<file path="config.mk">
export PLATFORM = sky130hd
export DESIGN_NAME = ht_multi_port
export DESIGN_NICKNAME = d
export VERILOG_FILES = /design/src/rtl/hash_table.sv /design/src/rtl/ht_mp_tag_fifo.sv /design/src/rtl/ht_multi_port.sv
export SDC_FILE = /design/constraint.sdc
export NUM_CORES = 1
export LEC_CHECK = 0
export BUFFER_PORTS_ARGS = -buffer_cell sky130_fd_sc_hd__buf_2
export CELL_PAD_IN_SITES_DETAIL_PLACEMENT = 1
export CELL_PAD_IN_SITES_GLOBAL_PLACEMENT = 1
export CORE_AREA = 2 2 196 198
export DETAILED_ROUTE_END_ITERATION = 16
export DIE_AREA = 0 0 198 200
export GPL_TIMING_DRIVEN = 0
export PLACE_DENSITY_LB_ADDON = 0.1
export SLEW_MARGIN = 5
export SYNTH_ARGS = -nofsm -noshare
export SYNTH_HDL_FRONTEND = slang
export SYNTH_SLANG_ARGS = --single-unit
</file>
<file path="constraint.sdc">
create_clock -name clk_i -period 6.64 [get_ports clk_i]
set_clock_uncertainty 0.15 [all_clocks]
set_input_delay 1.66 -clock clk_i [delete_from_list [all_inputs] [get_ports clk_i]]
set_output_delay 1.66 -clock clk_i [all_outputs]
set_load 0.005 [all_outputs]
</file>
<file path="src/rtl/hash_table.sv">
// Package hash_table: shared types and default widths for the hash-table
// client slice.
//   ht_opcode_t    - command opcode carried on the command path (2 bits)
//   ht_rescode_t   - result code returned by the table (3 bits)
//   HT_KEY_WIDTH   - default key width
//   HT_VALUE_WIDTH - default value width
package hash_table;

  localparam int unsigned HT_KEY_WIDTH   = 32;
  localparam int unsigned HT_VALUE_WIDTH = 16;

  typedef enum logic [1:0] {
    HT_SEARCH = 2'd0,
    HT_INSERT = 2'd1,
    HT_DELETE = 2'd2,
    HT_UPDATE = 2'd3
  } ht_opcode_t;

  typedef enum logic [2:0] {
    HT_OK        = 3'd0,
    HT_NOT_FOUND = 3'd1,
    HT_EXISTS    = 3'd2,
    HT_FULL      = 3'd3,
    HT_ERROR     = 3'd4
  } ht_rescode_t;

endpackage

</file>
<file path="src/rtl/ht_mp_tag_fifo.sv">
// ht_mp_tag_fifo: in-order FIFO of port tags, one entry per outstanding
// command.
//   clk_i / rst_i     - clock, asynchronous active-low reset (empties FIFO)
//   push_i / data_i   - write a tag (caller guarantees not full)
//   pop_i             - drop the head entry (caller guarantees not empty)
//   data_o            - head tag
//   full_o / empty_o  - occupancy flags
// A simultaneous push and pop leaves occupancy unchanged.
module ht_mp_tag_fifo #(
  parameter int unsigned WIDTH = 2,
  parameter int unsigned DEPTH = 16
) (
  input  logic             clk_i,
  input  logic             rst_i,
  input  logic             push_i,
  input  logic [WIDTH-1:0] data_i,
  input  logic             pop_i,
  output logic [WIDTH-1:0] data_o,
  output logic             full_o,
  output logic             empty_o
);

  localparam int unsigned AW = $clog2(DEPTH);

  logic [WIDTH-1:0] mem_q [DEPTH];
  // Pointers carry one extra wrap bit to tell full from empty.
  logic [AW:0]      wr_q, rd_q;

  assign empty_o = (wr_q == rd_q);
  assign full_o  = (wr_q[AW] != rd_q[AW]) && (wr_q[AW-1:0] == rd_q[AW-1:0]);
  assign data_o  = mem_q[rd_q[AW-1:0]];

  always_ff @(posedge clk_i or negedge rst_i) begin
    if (!rst_i) begin
      wr_q <= '0;
      rd_q <= '0;
      for (int unsigned i = 0; i < DEPTH; i++) mem_q[i] <= '0;
    end else begin
      if (push_i) begin
        mem_q[wr_q[AW-1:0]] <= data_i;
        wr_q                <= wr_q + (AW+1)'(1);
      end
      if (pop_i) rd_q <= rd_q + (AW+1)'(1);
    end
  end

endmodule

</file>
<file path="src/rtl/ht_multi_port.sv">
// ht_multi_port: merges PORTS client command streams onto one hash-table
// command port (round-robin, registered output) and routes table results
// back to the issuing port in order, using a tag FIFO of port indices.
//   clk_i, rst_i (async, active low)
//   cmd_*_i / cmd_ready_o      - per-port command channels (packed by port)
//   ht_cmd_*_o / ht_cmd_ready_i - merged command to the table
//   ht_res_*_i / ht_res_ready_o - result from the table
//   res_valid_o / res_*_o / res_ready_i - per-port results (fields broadcast)
//   err_orphan_o - sticky: a result arrived with nothing outstanding
//   stat_cnt_o   - per-port accepted-command counters (32 bits each)
// Build option: define HT_MP_STATS_EN to include the per-port counters;
// otherwise stat_cnt_o is tied to zero.
module ht_multi_port
  import hash_table::*;
#(
  parameter int unsigned PORTS       = 4,
  parameter int unsigned KEY_WIDTH   = HT_KEY_WIDTH,
  parameter int unsigned VALUE_WIDTH = HT_VALUE_WIDTH,
  parameter int unsigned TAG_DEPTH   = 16
) (
  input  logic                         clk_i,
  input  logic                         rst_i,
  input  logic [PORTS-1:0]             cmd_valid_i,
  input  logic [PORTS*KEY_WIDTH-1:0]   cmd_key_i,
  input  logic [PORTS*VALUE_WIDTH-1:0] cmd_value_i,
  input  logic [PORTS*2-1:0]           cmd_opcode_i,
  output logic [PORTS-1:0]             cmd_ready_o,
  output logic                         ht_cmd_valid_o,
  output logic [KEY_WIDTH-1:0]         ht_cmd_key_o,
  output logic [VALUE_WIDTH-1:0]       ht_cmd_value_o,
  output ht_opcode_t                   ht_cmd_opcode_o,
  input  logic                         ht_cmd_ready_i,
  input  logic                         ht_res_valid_i,
  input  logic [KEY_WIDTH-1:0]         ht_res_key_i,
  input  logic [VALUE_WIDTH-1:0]       ht_res_value_i,
  input  ht_rescode_t                  ht_res_rescode_i,
  output logic                         ht_res_ready_o,
  output logic [PORTS-1:0]             res_valid_o,
  output logic [KEY_WIDTH-1:0]         res_key_o,
  output logic [VALUE_WIDTH-1:0]       res_value_o,
  output ht_rescode_t                  res_rescode_o,
  input  logic [PORTS-1:0]             res_ready_i,
  output logic                         err_orphan_o,
  output logic [PORTS*32-1:0]          stat_cnt_o
);

  localparam int unsigned IW = $clog2(PORTS);

  logic [IW-1:0]          ptr_q, ptr_d;
  logic [IW-1:0]          grant;
  logic                   found;
  logic                   can_accept;
  logic                   hs;
  logic                   out_valid_q;
  logic [KEY_WIDTH-1:0]   key_q;
  logic [VALUE_WIDTH-1:0] value_q;
  ht_opcode_t             op_q;
  logic                   orphan_q, orphan_d;
  logic                   fifo_full, fifo_empty, pop;
  logic [IW-1:0]          head;

  // Round-robin: first valid port at or after the pointer, wrapping.
  always_comb begin
    logic [IW:0]   sum;
    logic [IW-1:0] cand;
    grant = '0;
    found = 1'b0;
    sum   = '0;
    cand  = '0;
    for (int unsigned i = 0; i < PORTS; i++) begin
      sum = {1'b0, ptr_q} + (IW+1)'(i);
      if (sum >= (IW+1)'(PORTS)) sum = sum - (IW+1)'(PORTS);
      cand = sum[IW-1:0];
      if (!found && cmd_valid_i[cand]) begin
        found = 1'b1;
        grant = cand;
      end
    end
  end

  // A full FIFO blocks granting even if a pop happens this cycle, so the
  // grant never depends on the result-side handshake. Gating with rst_i
  // keeps cmd_ready_o low while reset is held.
  assign can_accept  = rst_i && (!out_valid_q || ht_cmd_ready_i) && !fifo_full;
  assign hs          = found && can_accept;
  assign cmd_ready_o = hs ? (PORTS'(1) << grant) : '0;

  always_comb begin
    ptr_d = ptr_q;
    if (hs) ptr_d = (grant == IW'(PORTS-1)) ? '0 : grant + IW'(1);
  end

  always_ff @(posedge clk_i or negedge rst_i) begin
    if (!rst_i) begin
      ptr_q       <= '0;
      out_valid_q <= 1'b0;
      key_q       <= '0;
      value_q     <= '0;
      op_q        <= HT_SEARCH;
      orphan_q    <= 1'b0;
    end else begin
      ptr_q    <= ptr_d;
      orphan_q <= orphan_d;
      if (hs) begin
        out_valid_q <= 1'b1;
        key_q       <= cmd_key_i[32'(grant)*KEY_WIDTH +: KEY_WIDTH];
        value_q     <= cmd_value_i[32'(grant)*VALUE_WIDTH +: VALUE_WIDTH];
        op_q        <= ht_opcode_t'(cmd_opcode_i[32'(grant)*2 +: 2]);
      end else if (ht_cmd_ready_i) begin
        out_valid_q <= 1'b0;
      end
    end
  end

  assign ht_cmd_valid_o  = out_valid_q;
  assign ht_cmd_key_o    = key_q;
  assign ht_cmd_value_o  = value_q;
  assign ht_cmd_opcode_o = op_q;

  ht_mp_tag_fifo #(
    .WIDTH (IW),
    .DEPTH (TAG_DEPTH)
  ) u_tag_fifo (
    .clk_i   (clk_i),
    .rst_i   (rst_i),
    .push_i  (hs),
    .data_i  (grant),
    .pop_i   (pop),
    .data_o  (head),
    .full_o  (fifo_full),
    .empty_o (fifo_empty)
  );

  // Results with nothing outstanding are accepted and dropped.
  always_comb begin
    res_valid_o = '0;
    if (rst_i && !fifo_empty) res_valid_o[head] = ht_res_valid_i;
  end

  assign ht_res_ready_o = rst_i && (fifo_empty || res_ready_i[head]);
  assign pop            = ht_res_valid_i && ht_res_ready_o && !fifo_empty;
  assign orphan_d       = orphan_q || (ht_res_valid_i && fifo_empty);
  assign err_orphan_o   = orphan_q;

  assign res_key_o     = ht_res_key_i;
  assign res_value_o   = ht_res_value_i;
  assign res_rescode_o = ht_res_rescode_i;

`ifdef HT_MP_STATS_EN
  logic [31:0] cnt_q [PORTS];

  always_ff @(posedge clk_i or negedge rst_i) begin
    if (!rst_i) begin
      for (int unsigned p = 0; p < PORTS; p++) cnt_q[p] <= '0;
    end else if (hs) begin
      cnt_q[grant] <= cnt_q[grant] + 32'd1;
    end
  end

  always_comb begin
    stat_cnt_o = '0;
    for (int unsigned p = 0; p < PORTS; p++) stat_cnt_o[p*32 +: 32] = cnt_q[p];
  end
`else
  assign stat_cnt_o = '0;
`endif

endmodule
</file>
==> results.json <==
{
  "via_count": 7196,
  "grt_usage": 0.164,
  "final.fill_count": 4651,
  "fin_crit_ps": 6100,
  "area_growth_pct": 43.2,
  "avgSynthCellArea_um2": 8.38,
  "synth-seq-cells": 96,
  "seq_area_um2": 2400,
  "worst_ep_required_time_ps": 4830,
  "die_y_um": 200,
  "synth_compound_area_frac": 0.134,
  "timing.rr.start": "u_tag_fifo.rd_q[3]$_DFFE_PN0P_",
  "rsz0062_at_grt": "false",
  "layout_commonest_cell": "buf_2",
  "path_clk_slew_ps": 70,
  "drt_iter0_drc": 177,
  "yosys.area_share.simple": 0.218,
  "io_pins": 503,
  "p_leak_uw": 0.00547,
  "cts_inserted_buffers": 9,
  "clk-insertion-delay-late_ps": 370,
  "most-common-layout-cells": "329 x buf_2, 188 x nand2_1, 179 x buf_4",
  "portBuffers": 323,
  "synth_top_family_by_area": "buffers and inverters",
  "end_kind": "output pin",
  "cp-start-kind": "input port",
  "r2r-end": "ht_cmd_value_o[7]$_DFFE_PN0P_",
  "slew_headroom": 0.428,
  "fmax_ghz": 0.164,
  "hold_path.class": "flip-flop to flip-flop",
  "htreeDepth": 3,
  "final_hold_viol_count": 0,
  "numClockSinks": 96,
  "synthCells": 855,
  "synth_edf_count": 0,
  "final_cells": 1846,
  "worst_r2r_path_depth": 8,
  "drive_above_1_share": 0.415,
  "grt_pass1_wl_um": 47300,
  "pwr_density_cell_nw_per_um2": 338,
  "grt_max_degree": 62,
  "ir_drop_uv": 119,
  "synth_mux_area_frac": 0.0569,
  "min-delay-start": "err_orphan_o$_DFF_PN0_",
  "wl_per_cell_um": 17.9,
  "finalWirelength_um": 33100,
  "grt_pass1_vias": 7282,
  "arrival_ps": 4290,
  "async_reset_ff_frac": 1.00,
  "synth_xor_area_frac": 0.0171,
  "crit_type": "input port to output pin",
  "placed_cells": 1817,
  "start_util": 0.192,
  "holdPathStages": 1,
  "synthFlopType": "dfrtp_1",
  "p_total_uw": 3470,
  "min_to": "err_orphan_o$_DFF_PN0_",
  "design.die.area_um2": 39600,
  "yosysSeqAreaShare": 0.335,
  "multi_input_area_um2": 3650,
  "cts_root_buffer": "clkbuf_16",
  "setup_viol": 0,
  "outcome": "finished clean",
  "ant_nets": 0,
  "num_rows": 71,
  "vias_per_cell": 3.90,
  "gp_congestion": 0.796,
  "synthAdderAreaFrac": 0.0157,
  "final_nets": 1589,
  "overflow": 0,
  "antenna_found_initial": 19,
  "post-route-period-util": 0.919,
  "core_area_um2": 37400,
  "reg2reg_slack_ps": 3230,
  "slew_violations": 0,
  "ys_types": 42,
  "ys.warnings.count": 0,
  "cts_tree": "built",
  "cts_hold_buf": 0,
  "clockBufferDepth": 2,
  "chipWidth_um": 198,
  "tightest_slew_ps": 858,
  "dpl.hpwl_um": 27400,
  "drc": 0,
  "drv_cap": 0,
  "cp_max_fo": 11,
  "syn_area_um2": 7160,
  "drt_first_pass_iters": 4
}
[synth_stat cells, types with 3 or more instances]
cell type / number / area [um2]
clkbuf_1: 44 / 165
dfrtp_1: 96 / 2400
mux2_2: 7 / 78.8
o31ai_1: 50 / 375
buf_4: 179 / 1340
a211oi_1: 50 / 375
mux4_2: 6 / 135
and2_0: 19 / 119
nor2_1: 9 / 33.8
buf_2: 7 / 35.0
mux4_1: 3 / 78.8
nand2b_1: 3 / 18.8
xnor2_1: 12 / 105
mux2i_1: 5 / 50.1
and3_1: 52 / 325
and2_1: 36 / 225
o21ai_0: 7 / 35.0
nand2_1: 188 / 706
o21ai_1: 21 / 105
a21oi_1: 4 / 20.0
nand3_1: 15 / 75.1
inv_1: 5 / 18.8
ha_1: 9 / 113
[per-stage QoR]
step	util	hold WS, ps	TNS, ps	cell area, um2	setup WS [ps]
6_report	0.274	306	0	10300	537
5_1_grt	0.274	338	0	10200	197
4_1_cts	0.273	312	0	10200	384
3_5_place_dp	0.265	295	-52.8	9930	-29.0
3_3_place_gp	0.265	283	-1070	9900	-291
2_1_floorplan	-	292	0	7640	1590
[critical path, cell delays in order]
cell      delay [ps]
buf_2            110
a21oi_1           70
o21ai_1          150
a21oi_2          190
inv_2            140
clkbuf_1         360
clkbuf_1         550
clkbuf_1         570
ha_1             260
and2_1           120
buf_2            110
[layer usage]
metal | global-route usage | wire [um]
met1 | 0.184 | 12600
met2 | 0.292 | 17000
met3 | 0.0618 | 2670
met4 | 0.0404 | 613
met5 | 0 | 157
[sequential cells by signal, summed over array words and instances (netlist names)]
signal,cells
ht_cmd_key_o,32
u_tag_fifo.mem_q,32
ht_cmd_value_o,16
u_tag_fifo.rd_q,5
u_tag_fifo.wr_q,5
ht_cmd_opcode_o,2
ptr_q,2
err_orphan_o,1
ht_cmd_valid_o,1
[layout make-up]
cell class,instances,share of cell area
multi-input cells,646,0.356
flip-flops and latches,96,0.234
repair buffers,324,0.161
plain buffers,233,0.152
well taps,511,0.0623
clock buffers,10,0.0223
clock inverters,6,0.00586
diodes,13,0.00317
inverters,7,0.00256
[cell families (layout without fill, tap and decap cells)]
| logic type | after synthesis | count (layout) |
|---|---|---|
| and+or+nand+nor | 331 | 331 |
| other | 1 | 141 |
| xor gates and xnor gates | 14 | 14 |
| adders and majority gates | 9 | 9 |
| muxes | 26 | 26 |
| buffers and inverters | 240 | 580 |
| DFF | 96 | 96 |
| AOI/OAI and AO/OA | 138 | 138 |
[where the power goes]
| part | internal (uW) | total, uW | switching [uW] |
|---|---|---|---|
| combinational | 795 | 1910 | 1110 |
| sequential | 853 | 1020 | 164 |
| clock | 291 | 548 | 257 |
[timing repair]
item,4_1_cts,5_1_grt
gates resized for setup,1,0
buffers inserted,0,0
setup endpoints to repair,4,0
[how the worst max path moves through the flow]
stage                   startpoint             end  slack (ps)  cells past startpoint
finish              cmd_valid_i[0]  cmd_ready_o[0]         540                     11
floorplan           cmd_valid_i[3]  cmd_ready_o[0]        1590                     10
global placement             rst_i  cmd_ready_o[3]        -290                      5
CTS                 cmd_valid_i[0]  cmd_ready_o[0]         380                     11
global route        cmd_valid_i[0]  cmd_ready_o[0]         200                     11
detailed placement  cmd_valid_i[0]  cmd_ready_o[0]         -30                     11
No activity file was read; power rests on OpenSTA's default activity.
